$ cat src/rtl/ctrl_pkg.sv
`default_nettype none
// ============================================================================
//  Module      : ctrl_pkg
//  Description : Shared types and constants for the RV32 control decode stage:
//                the decoded control bundle, opcode values, immediate-format
//                encodings and an immediate builder.
//  Revision    : 1.0  initial release
// ============================================================================
package ctrl_pkg;

    typedef struct packed {
        logic       regwrite;
        logic       memwrite;
        logic       memread;
        logic       memtoreg;
        logic       operandbsel;
        logic       branch;
        logic [1:0] operandasel;
        logic [1:0] nextpcsel;
        logic [2:0] extendsel;
        logic [2:0] aluop;
    } ctrl_t;

    // Supported major opcodes
    localparam logic [6:0] c_op_rtype  = 7'h33;
    localparam logic [6:0] c_op_load   = 7'h03;
    localparam logic [6:0] c_op_store  = 7'h23;
    localparam logic [6:0] c_op_branch = 7'h63;
    localparam logic [6:0] c_op_itype  = 7'h13;
    localparam logic [6:0] c_op_jalr   = 7'h67;
    localparam logic [6:0] c_op_jal    = 7'h6F;
    localparam logic [6:0] c_op_lui    = 7'h37;
    localparam logic [6:0] c_op_auipc  = 7'h17;

    // Immediate format selects
    localparam logic [2:0] c_ext_i = 3'b000;
    localparam logic [2:0] c_ext_u = 3'b001;
    localparam logic [2:0] c_ext_s = 3'b010;
    localparam logic [2:0] c_ext_b = 3'b011;
    localparam logic [2:0] c_ext_j = 3'b100;

    // Builds the 32-bit immediate for a given format; bit 31 of the
    // instruction is always the sign source.
    function automatic logic [31:0] build_imm32(input logic [31:0] instr,
                                                input logic [2:0]  extendsel);
        logic [31:0] imm;
        case (extendsel)
            c_ext_i: imm = {{20{instr[31]}}, instr[31:20]};
            c_ext_u: imm = {instr[31:12], 12'b0};
            c_ext_s: imm = {{20{instr[31]}}, instr[31:25], instr[11:7]};
            c_ext_b: imm = {{19{instr[31]}}, instr[31], instr[7],
                            instr[30:25], instr[11:8], 1'b0};
            c_ext_j: imm = {{11{instr[31]}}, instr[31], instr[19:12],
                            instr[20], instr[30:21], 1'b0};
            default: imm = 32'b0;
        endcase
        return imm;
    endfunction

endpackage
`default_nettype wire

$ cat src/rtl/ctrl_decoder.sv
`default_nettype none
// ============================================================================
//  Module      : ctrl_decoder
//  Description : Purely combinational RV32 opcode and immediate decoder.
//  Ports       : i_instr   - raw 32-bit instruction
//                o_ctrl    - decoded control bundle (all zero when illegal)
//                o_imm     - sign-extended immediate (zero when illegal)
//                o_illegal - opcode not supported
//  Revision    : 1.0  initial release
// ============================================================================
module ctrl_decoder
    import ctrl_pkg::*;
#(
    parameter int XLEN = 32
) (
    input  logic [31:0]     i_instr,
    output ctrl_t           o_ctrl,
    output logic [XLEN-1:0] o_imm,
    output logic            o_illegal
);

    ctrl_t       w_ctrl;
    logic        w_legal;
    logic [31:0] w_imm32;

    always_comb begin
        w_ctrl  = '0;
        w_legal = 1'b1;
        case (i_instr[6:0])
            c_op_rtype: begin
                w_ctrl.regwrite = 1'b1;
                w_ctrl.aluop    = 3'b000;
            end
            c_op_load: begin
                w_ctrl.memread     = 1'b1;
                w_ctrl.memtoreg    = 1'b1;
                w_ctrl.regwrite    = 1'b1;
                w_ctrl.operandbsel = 1'b1;
                w_ctrl.extendsel   = c_ext_i;
                w_ctrl.aluop       = 3'b100;
            end
            c_op_store: begin
                w_ctrl.memwrite    = 1'b1;
                w_ctrl.operandbsel = 1'b1;
                w_ctrl.extendsel   = c_ext_s;
                w_ctrl.aluop       = 3'b101;
            end
            c_op_branch: begin
                w_ctrl.branch    = 1'b1;
                w_ctrl.nextpcsel = 2'b01;
                w_ctrl.extendsel = c_ext_b;
                w_ctrl.aluop     = 3'b010;
            end
            c_op_itype: begin
                w_ctrl.regwrite    = 1'b1;
                w_ctrl.operandbsel = 1'b1;
                w_ctrl.extendsel   = c_ext_i;
                w_ctrl.aluop       = 3'b001;
            end
            c_op_jalr: begin
                w_ctrl.regwrite    = 1'b1;
                w_ctrl.operandasel = 2'b01;
                w_ctrl.extendsel   = c_ext_i;
                w_ctrl.nextpcsel   = 2'b11;
                w_ctrl.aluop       = 3'b011;
            end
            c_op_jal: begin
                w_ctrl.regwrite    = 1'b1;
                w_ctrl.operandasel = 2'b01;
                w_ctrl.extendsel   = c_ext_j;
                w_ctrl.nextpcsel   = 2'b10;
                w_ctrl.aluop       = 3'b011;
            end
            c_op_lui: begin
                w_ctrl.regwrite    = 1'b1;
                w_ctrl.operandasel = 2'b10;
                w_ctrl.operandbsel = 1'b1;
                w_ctrl.extendsel   = c_ext_u;
                w_ctrl.aluop       = 3'b110;
            end
            c_op_auipc: begin
                w_ctrl.regwrite    = 1'b1;
                w_ctrl.operandasel = 2'b01;
                w_ctrl.operandbsel = 1'b1;
                w_ctrl.extendsel   = c_ext_u;
                w_ctrl.aluop       = 3'b111;
            end
            default: begin
                w_legal = 1'b0;
            end
        endcase
    end

    assign w_imm32   = build_imm32(i_instr, w_ctrl.extendsel);
    // Signed cast widens the 32-bit immediate to XLEN with sign extension.
    assign o_imm     = w_legal ? XLEN'($signed(w_imm32)) : '0;
    assign o_ctrl    = w_ctrl;
    assign o_illegal = ~w_legal;

endmodule
`default_nettype wire

$ cat src/rtl/ctrl_decode_stage.sv
`default_nettype none
// ============================================================================
//  Module      : ctrl_decode_stage
//  Description : One-cycle RV32 decode pipeline stage with valid/ready
//                handshakes on both sides and an optional skid register that
//                keeps in_ready_o free of any combinational path from
//                out_ready_i.
//  Ports       : clk_i, rst_ni (async, active low), flush_i
//                in_valid_i/in_ready_o, instr_i, pc_i      - upstream
//                out_valid_o/out_ready_i, ctrl_o, imm_o,
//                instr_o, pc_o, illegal_o                   - downstream
//  Revision    : 1.0  initial release
// ============================================================================
module ctrl_decode_stage
    import ctrl_pkg::*;
#(
    parameter int XLEN    = 32,
    parameter bit SKID_EN = 1'b1
) (
    input  logic            clk_i,
    input  logic            rst_ni,
    input  logic            flush_i,
    input  logic            in_valid_i,
    output logic            in_ready_o,
    input  logic [31:0]     instr_i,
    input  logic [XLEN-1:0] pc_i,
    output logic            out_valid_o,
    input  logic            out_ready_i,
    output ctrl_t           ctrl_o,
    output logic [XLEN-1:0] imm_o,
    output logic [31:0]     instr_o,
    output logic [XLEN-1:0] pc_o,
    output logic            illegal_o
);

    // Single decoder shared by the output and skid registers
    ctrl_t           w_dec_ctrl;
    logic [XLEN-1:0] w_dec_imm;
    logic            w_dec_illegal;

    ctrl_decoder #(
        .XLEN (XLEN)
    ) u_decoder (
        .i_instr   (instr_i),
        .o_ctrl    (w_dec_ctrl),
        .o_imm     (w_dec_imm),
        .o_illegal (w_dec_illegal)
    );

    logic            r_out_valid;
    ctrl_t           r_out_ctrl;
    logic [XLEN-1:0] r_out_imm;
    logic [31:0]     r_out_instr;
    logic [XLEN-1:0] r_out_pc;
    logic            r_out_illegal;

    logic            w_skid_valid;
    ctrl_t           w_skid_ctrl;
    logic [XLEN-1:0] w_skid_imm;
    logic [31:0]     w_skid_instr;
    logic [XLEN-1:0] w_skid_pc;
    logic            w_skid_illegal;

    logic            w_in_xfer;
    logic            w_out_load;

    assign w_in_xfer  = in_valid_i & in_ready_o;
    // Output register may take new content when empty or being drained.
    assign w_out_load = ~r_out_valid | out_ready_i;

    generate
        if (SKID_EN) begin : g_skid
            logic            r_skid_valid;
            ctrl_t           r_skid_ctrl;
            logic [XLEN-1:0] r_skid_imm;
            logic [31:0]     r_skid_instr;
            logic [XLEN-1:0] r_skid_pc;
            logic            r_skid_illegal;

            always_ff @(posedge clk_i or negedge rst_ni) begin
                if (!rst_ni) begin
                    r_skid_valid   <= 1'b0;
                    r_skid_ctrl    <= '0;
                    r_skid_imm     <= '0;
                    r_skid_instr   <= '0;
                    r_skid_pc      <= '0;
                    r_skid_illegal <= 1'b0;
                end else if (flush_i) begin
                    r_skid_valid <= 1'b0;
                end else if (r_skid_valid && w_out_load) begin
                    // Entry migrates into the output register this cycle.
                    r_skid_valid <= 1'b0;
                end else if (w_in_xfer && !w_out_load) begin
                    r_skid_valid   <= 1'b1;
                    r_skid_ctrl    <= w_dec_ctrl;
                    r_skid_imm     <= w_dec_imm;
                    r_skid_instr   <= instr_i;
                    r_skid_pc      <= pc_i;
                    r_skid_illegal <= w_dec_illegal;
                end
            end

            // Registered ready: only depends on skid occupancy.
            assign in_ready_o     = ~r_skid_valid;
            assign w_skid_valid   = r_skid_valid;
            assign w_skid_ctrl    = r_skid_ctrl;
            assign w_skid_imm     = r_skid_imm;
            assign w_skid_instr   = r_skid_instr;
            assign w_skid_pc      = r_skid_pc;
            assign w_skid_illegal = r_skid_illegal;
        end else begin : g_no_skid
            assign in_ready_o     = ~r_out_valid | out_ready_i;
            assign w_skid_valid   = 1'b0;
            assign w_skid_ctrl    = '0;
            assign w_skid_imm     = '0;
            assign w_skid_instr   = '0;
            assign w_skid_pc      = '0;
            assign w_skid_illegal = 1'b0;
        end
    endgenerate

    always_ff @(posedge clk_i or negedge rst_ni) begin
        if (!rst_ni) begin
            r_out_valid   <= 1'b0;
            r_out_ctrl    <= '0;
            r_out_imm     <= '0;
            r_out_instr   <= '0;
            r_out_pc      <= '0;
            r_out_illegal <= 1'b0;
        end else if (flush_i) begin
            r_out_valid <= 1'b0;
        end else if (w_out_load) begin
            if (w_skid_valid) begin
                // Older skid entry goes first to keep program order; input is
                // blocked whenever the skid is occupied.
                r_out_valid   <= 1'b1;
                r_out_ctrl    <= w_skid_ctrl;
                r_out_imm     <= w_skid_imm;
                r_out_instr   <= w_skid_instr;
                r_out_pc      <= w_skid_pc;
                r_out_illegal <= w_skid_illegal;
            end else if (w_in_xfer) begin
                r_out_valid   <= 1'b1;
                r_out_ctrl    <= w_dec_ctrl;
                r_out_imm     <= w_dec_imm;
                r_out_instr   <= instr_i;
                r_out_pc      <= pc_i;
                r_out_illegal <= w_dec_illegal;
            end else begin
                r_out_valid <= 1'b0;
            end
        end
    end

    assign out_valid_o = r_out_valid;
    assign ctrl_o      = r_out_ctrl;
    assign imm_o       = r_out_imm;
    assign instr_o     = r_out_instr;
    assign pc_o        = r_out_pc;
    assign illegal_o   = r_out_illegal;

endmodule
`default_nettype wire

$ cat config.mk
export PLATFORM = sky130hd
export DESIGN_NAME = ctrl_decode_stage
export DESIGN_NICKNAME = d
export VERILOG_FILES = /design/src/rtl/ctrl_pkg.sv /design/src/rtl/ctrl_decoder.sv /design/src/rtl/ctrl_decode_stage.sv
export SDC_FILE = /design/constraint.sdc
export NUM_CORES = 1
export LEC_CHECK = 0
export BUFFER_PORTS_ARGS = -buffer_cell sky130_fd_sc_hd__buf_4
export CORE_UTILIZATION = 50
export CTS_CLUSTER_DIAMETER = 30
export DETAILED_ROUTE_END_ITERATION = 8
export GPL_ROUTABILITY_DRIVEN = 0
export PLACE_DENSITY_LB_ADDON = 0.2
export SLEW_MARGIN = 20
export SYNTH_ARGS = -nofsm -noshare
export SYNTH_HDL_FRONTEND = slang
export SYNTH_SLANG_ARGS = --single-unit
$ cat constraint.sdc
create_clock -name clk_i -period 4.5 [get_ports clk_i]
set_input_delay 0 -clock clk_i [delete_from_list [all_inputs] [get_ports clk_i]]
set_output_delay 0 -clock clk_i [all_outputs]
set_load 0.05 [all_outputs]
## After elaboration in Yosys (flattened, before gate mapping)

Cells that the tools add are included.

| cells by class | value |
|---|---|
| reduce and logical (&&, ||, !) cells | 15 |
| multiplexer cells | 29 |
| equal/unequal tests | 13 |
| bitwise operators | 7 |

Operators with widths:

| cell | count |
|---|---|
| 32-bit two-way mux | 7 |
| 32-bit one-hot mux with 5 select lines | 1 |
| 16-bit two-way mux | 2 |
| 7-bit by 6-bit == test with 1-bit output (second input constant) | 3 |
| 7-bit == test (second input constant) | 3 |
| 3-bit one-hot mux with 7 select lines | 1 |
| 7-bit by 5-bit == test with 1-bit output (second input constant) | 2 |
| 1-bit two-way mux | 14 |
| 3-bit one-hot mux with 4 select lines | 1 |
| 9-bit OR reduction | 1 |
| 7-bit by 2-bit == test with 1-bit output (second input constant) | 1 |
| 7-bit OR reduction | 1 |
| 3-bit by 2-bit == test with 1-bit output (second input constant) | 2 |
| 2-bit one-hot mux with 3 select lines | 1 |
| 3-bit AND reduction | 2 |
| 1-bit NOT | 5 |
| 5-bit OR reduction | 1 |
| 2-bit one-hot mux with 2 select lines | 1 |
| 2-bit nonzero test | 2 |
| 2-bit OR reduction | 2 |
| 3-bit by 1-bit == test with 1-bit output (second input constant) | 1 |
| 3-bit == test (second input constant) | 1 |
| 3-bit logical NOT | 1 |
| 3-bit nonzero test | 1 |
| other kinds (6) | 7 |

| storage, ports and cells | value |
|---|---|
| word-level logic and storage cells | 94 |
| register bits | 228 |

## Logic depth before layout (Yosys ltp)

| depth | value |
|---|---|
| word-level depth | 8 |
| gate-level depth with buffers | 8 |

## Hierarchy

Synthesis repeated with hierarchy kept, for this count alone.

| second synthesis, totals | value |
|---|---|
| cell total of the unflattened synthesis | 734 |
| area total of the unflattened synthesis | 10968.0 µm² |

By module, submodules not included:

| module | times used | area each (µm²) | cells an instance | sequential area each (µm²) |
|---|---|---|---|---|
| ctrl_decode_stage | 1 | 10156.0 | 613 | 5705.5 |
| ctrl_decoder | 1 | 812.0 | 121 | 0.0 |

## Worst setup path after synthesis

Ideal clock, no wire load.

| timing path | value |
|---|---|
| path type | reg-to-reg |
| start point | reg r_out_valid (netlist: out_valid_o) |
| end point | reg r_out_ctrl, in the netlist ctrl_o[0] |
| stages on the path, launching flop included | 6 |
| buffers on the path | 2 |
| data arrival time | 1.806 ns |
| path slack | 2.567 ns |
| period minus slack after synthesis | 1.933 ns |
| data required time | 4.374 ns |
| cell sequence | dfrtp_1 nor2b_1 or3_1 buf_2 clkbuf_1 a221o_1 |

| on the way | value |
|---|---|
| word-level cells in the longest chain between the ends | 3 |

Ends and longest elaborated chain:

| item | RTL line | RTL |
|---|---|---|
| start, declared | ctrl_decode_stage.sv:50 | `logic r_out_valid;` |
| start signal, assigned | ctrl_decode_stage.sv:124 | `r_out_valid <= 1'b0;` |
| start signal, assigned | ctrl_decode_stage.sv:131 | `r_out_valid <= 1'b0;` |
| start signal, assigned | ctrl_decode_stage.sv:136 | `r_out_valid <= 1'b1;` |
| 1-bit NOT | ctrl_decode_stage.sv:69 | `assign w_out_load = ~r_out_valid \| out_ready_i;` |
| 1-bit bitwise OR | ctrl_decode_stage.sv:69 |  |
| 3-bit AND reduction (no line) | n/a |  |
| end signal, assigned | ctrl_decode_stage.sv:137 | `r_out_ctrl <= w_skid_ctrl;` |
| end signal, assigned | ctrl_decode_stage.sv:144 | `r_out_ctrl <= w_dec_ctrl;` |
| end, declared | ctrl_decode_stage.sv:51 | `ctrl_t r_out_ctrl;` |

Every way passes these cells.
A chain may end at the register's enable or synchronous reset.

## Worst setup path in the final report

| timing path | value |
|---|---|
| start point | reg g_skid.r_skid_valid |
| end point | reg r_out_imm[8] (netlist: imm_o[8]) |

| on the way | value |
|---|---|
| word-level cells in the longest chain between the ends | 4 |

Ends and longest elaborated chain:

| item | RTL line | RTL |
|---|---|---|
| start, declared | ctrl_decode_stage.sv:73 | `logic r_skid_valid;` |
| start signal, assigned | ctrl_decode_stage.sv:82 | `r_skid_valid <= 1'b0;` |
| start signal, assigned | ctrl_decode_stage.sv:89 | `r_skid_valid <= 1'b0;` |
| start signal, assigned | ctrl_decode_stage.sv:92 | `r_skid_valid <= 1'b0;` |
| 1-bit NOT | ctrl_decode_stage.sv:104 | `assign in_ready_o = ~r_skid_valid;` |
| 1-bit AND | ctrl_decode_stage.sv:67 | `assign w_in_xfer = in_valid_i & in_ready_o;` |
| 2-bit nonzero test (no line) | n/a |  |
| 3-bit AND reduction (no line) | n/a |  |
| end signal, assigned | ctrl_decode_stage.sv:138 | `r_out_imm <= w_skid_imm;` |
| end signal, assigned | ctrl_decode_stage.sv:145 | `r_out_imm <= w_dec_imm;` |
| end, declared | ctrl_decode_stage.sv:52 | `logic [XLEN-1:0] r_out_imm;` |

Parallel ways exist; a longest one is shown, timed or not.

==> flow_summary_export.csv <==
group,metric,value,unit
grt,grt-ovfl-total,0,
synthesis,ys_top_cells_by_area,"sky130_fd_sc_hd__dfrtp_1, sky130_fd_sc_hd__nand2_1, sky130_fd_sc_hd__mux2i_1",
grt,global_route_wire_length_before_repair,41600,um
timing,final.setup.tns,0,ps
floorplanning,num_rows,50,
floorplanning,ioPinCount,184,
final_layout,fin_nets,1322,
synthesis,synth_seq_cells,226,
synthesis,synth.yosys.seq_area_share,58.2,%
power,switchingPower,2100,uW
synthesis,netlist_instances,1017,
setup_path,data_required_critical_path,4950,ps
status,outcome,"complete, no violations",
setup_path,path_max_fanout,47,
clock_tree,clk-insertion-delay-late,520,ps
synthesis,synthDistinctLibCells,43,
floorplanning,core_region_area,18900,um2
clock_tree,worst_setup_hold_path_clk_slew,50,ps
power,clock_power_share,47.0,%
job,max-cap-violations,0,
floorplanning,die_height,141,um
timing,fmaxAchievable,352,MHz
setup_path,cp.arrival,3300,ps
timing,timing_worst_slew_pin_value,1080,ps
power,worst_ir_drop_vdd,0.346,mV
timing,final.min_clock_period,2840,ps
synthesis,async_reset_ff_share,100,%
final_layout,syn2layout_area_growth,38.9,%
synthesis,synth_enable_flop_cells,0,
grt,grt_use_total,26.3,%
clock_tree,cts_made_buffers,46,
grt,antenna_violations_before_repair,0,
final_layout,layout_commonest_cell,"sky130_fd_sc_hd__nand2_1",
clock_tree,cts_hold_buffers,69,
clock_tree,clock_tree.root_cell,"sky130_fd_sc_hd__clkbuf_16",
setup_path,critical_path_start_type,"flip-flop",
setup_path,timing.setup.critical_path_class,"flip-flop to flip-flop",
synthesis,synth.top_cell.area_share,58.2,%
clock_tree,number_of_gates_given_a_new_drive_strength_after_cts,0,
power,switching_share,29.4,%
synthesis,ys_dominant_reg_cell,"sky130_fd_sc_hd__dfrtp_1",
timing,report.final.hold_viol_count,0,
timing,timing.final.setup_violations,0,
detailed_routing,ant_nets,0,
synthesis,synth-warning-count,0,
synthesis,netlist.top_cell.by_area,"sky130_fd_sc_hd__dfrtp_1",
grt,first_global_vias,8161,
timing,fin_worst_skew,19.0,ps
detailed_routing,detail_route.drc_violations,0,
timing,slew_violations,0,
final_layout,postLayoutCellArea,13500,um2
timing,fin_crit_sh,63.2,%
place,port_buffers,183,
place,dp_hpwl,15400,um
hold_path,min_path_type,"input port to flip-flop",
power,power.density,529,nW/um2
clock_tree,clock_tree_from_tritoncts,"yes",
final_layout,layout.cells.most_common_list,"sky130_fd_sc_hd__nand2_1, sky130_fd_sc_hd__dfrtp_1, sky130_fd_sc_hd__buf_4",
clock_tree,ctsLongestPathBuffers,3,
setup_path,setup.worst_path.end_class,"flip-flop",
floorplanning,die_area,20000,um2
synthesis,synthesis.area_per_instance,9.56,um2
detailed_routing,detail_route.vias_per_cell,5.33,
floorplanning,initial_core_util,51.4,%
synthesis,synthesis.area,9720,um2
power,combinationalPowerShare,18.0,%
detailed_routing,route.final.wire_length,25800,um
floorplanning,die_x,141,um
clock_tree,h-tree-depth,2,
final_layout,fillCellCount,1424,
clock_tree,cts_sinks,226,
final_layout,layout-drive-gt1-share,22.3,%
synthesis,syn_nets,1086,
place,placement.cell_area,11200,um2
timing,slew-limit-headroom,27.9,%
power,power_frac_seq,35.0,%
final_layout,num_antenna_cells,0,
timing,rsz0062_at_grt,"false",
detailed_routing,detail_route.first_pass.iterations,5,
power,static-leakage-power,0.00644,uW
clock_tree,post-cts-setup-buffers,0,
detailed_routing,drt_iter0_drc,490,
grt,largest_net_degree_at_the_start_of_global_routing,123,
detailed_routing,routedWlPerCell,16.7,um
power,intPower,5040,uW
detailed_routing,vias,8253,
## worst max-delay path: stages, from the launching register on
cell                      delay, ps
sky130_fd_sc_hd__dfrtp_4        750
sky130_fd_sc_hd__nor2_1         350
sky130_fd_sc_hd__and3_1         370
sky130_fd_sc_hd__nand3_1        490
sky130_fd_sc_hd__nor2_1         570
sky130_fd_sc_hd__a221o_1        240
## metrics by stage
| stage | hold slack [ps] | total power [uW] | utilization [%] | setup WS (ps) | std cells |
|---|---|---|---|---|---|
| 2_1_floorplan | -296 | 3300 | - | 2570 | 1017 |
| 3_3_place_gp | 164 | 3730 | 59.4 | 1670 | 1395 |
| 3_5_place_dp | 168 | 3760 | 59.4 | 1570 | 1395 |
| 4_1_cts | 108 | 7180 | 71.3 | 1550 | 1546 |
| 5_1_grt | 154 | 7410 | 71.5 | 1520 | 1547 |
| 6_report | 112 | 7140 | 71.5 | 1660 | 1547 |
## routing by layer
layer,part of all wire (%),GRT usage [%]
met4,3.0,9.79
met5,0,0
met1,44,35.6
met2,48,42.7
met3,5.5,4.86
## synth_stat cells (all sizes together) (7+ instances only)
| cell type | count |
|---|---|
| o22ai | 9 |
| clkbuf | 42 |
| nand2 | 330 |
| nor2 | 29 |
| o21a | 15 |
| o31ai | 14 |
| mux2i | 66 |
| a221o | 7 |
| o21ai | 128 |
| and3 | 12 |
| buf | 31 |
| a21oi | 52 |
| dfrtp | 226 |
| nand3 | 8 |
## path summary, 6_finish.rpt
path / start / end / slack [ps] / cells after the start
max reg2reg: g_skid.r_skid_valid / imm_o[8] / 1660 / 5
min: in_valid_i / imm_o[4] / 110 / 3
max: g_skid.r_skid_valid / imm_o[8] / 1660 / 5
min reg2reg: g_skid.r_skid_instr[15] / g_skid.r_skid_instr[15] / 470 / 2
max in group asynchronous: rst_ni / g_skid.r_skid_instr[13] / 3270 / 3
min in group asynchronous: rst_ni / instr_o[25] / 160 / 2
## sequential cells by signal, summed over array words and instances, names as in the netlist
| register | count |
|---|---|
| g_skid.r_skid_instr | 32 |
| g_skid.r_skid_valid | 1 |
| g_skid.r_skid_ctrl | 15 |
| g_skid.r_skid_illegal | 1 |
| g_skid.r_skid_imm | 32 |
| out_valid_o | 1 |
| g_skid.r_skid_pc | 32 |
| pc_o | 32 |
| instr_o | 32 |
| illegal_o | 1 |
| ctrl_o | 15 |
| imm_o | 32 |
## final cells by class
| type | instances | area, um2 | share of cell area (%) |
|---|---|---|---|
| Inverter | 3 | 11.3 | 0.0834 |
| Clock inverter | 20 | 225 | 1.67 |
| Timing Repair Buffer | 261 | 2160 | 16.0 |
| Tap cell | 260 | 325 | 2.41 |
| Sequential cell | 226 | 5660 | 41.9 |
| Multi-Input combinational cell | 715 | 3770 | 27.9 |
| Clock buffer | 62 | 1340 | 9.95 |
## logic make-up (layout without fill, tap and decap cells)
kind of cell,Yosys count,in the layout,synth area share (%)
simple gates,404,404,17.1
compound gates,242,242,14.3
flops,226,226,58.2
mux,69,69,7.15
buf+inv,76,346,3.24
## power by group through the flow
stage | clock network, uW | logic [uW] | registers [uW]
after floorplan | 0 | 330 | 2970
after global placement | 0 | 1220 | 2510
after detailed placement | 0 | 1240 | 2520
after CTS | 3390 | 1290 | 2500
after global routing | 3500 | 1380 | 2530
final | 3360 | 1290 | 2500
Power figures use the tool's default switching activity.
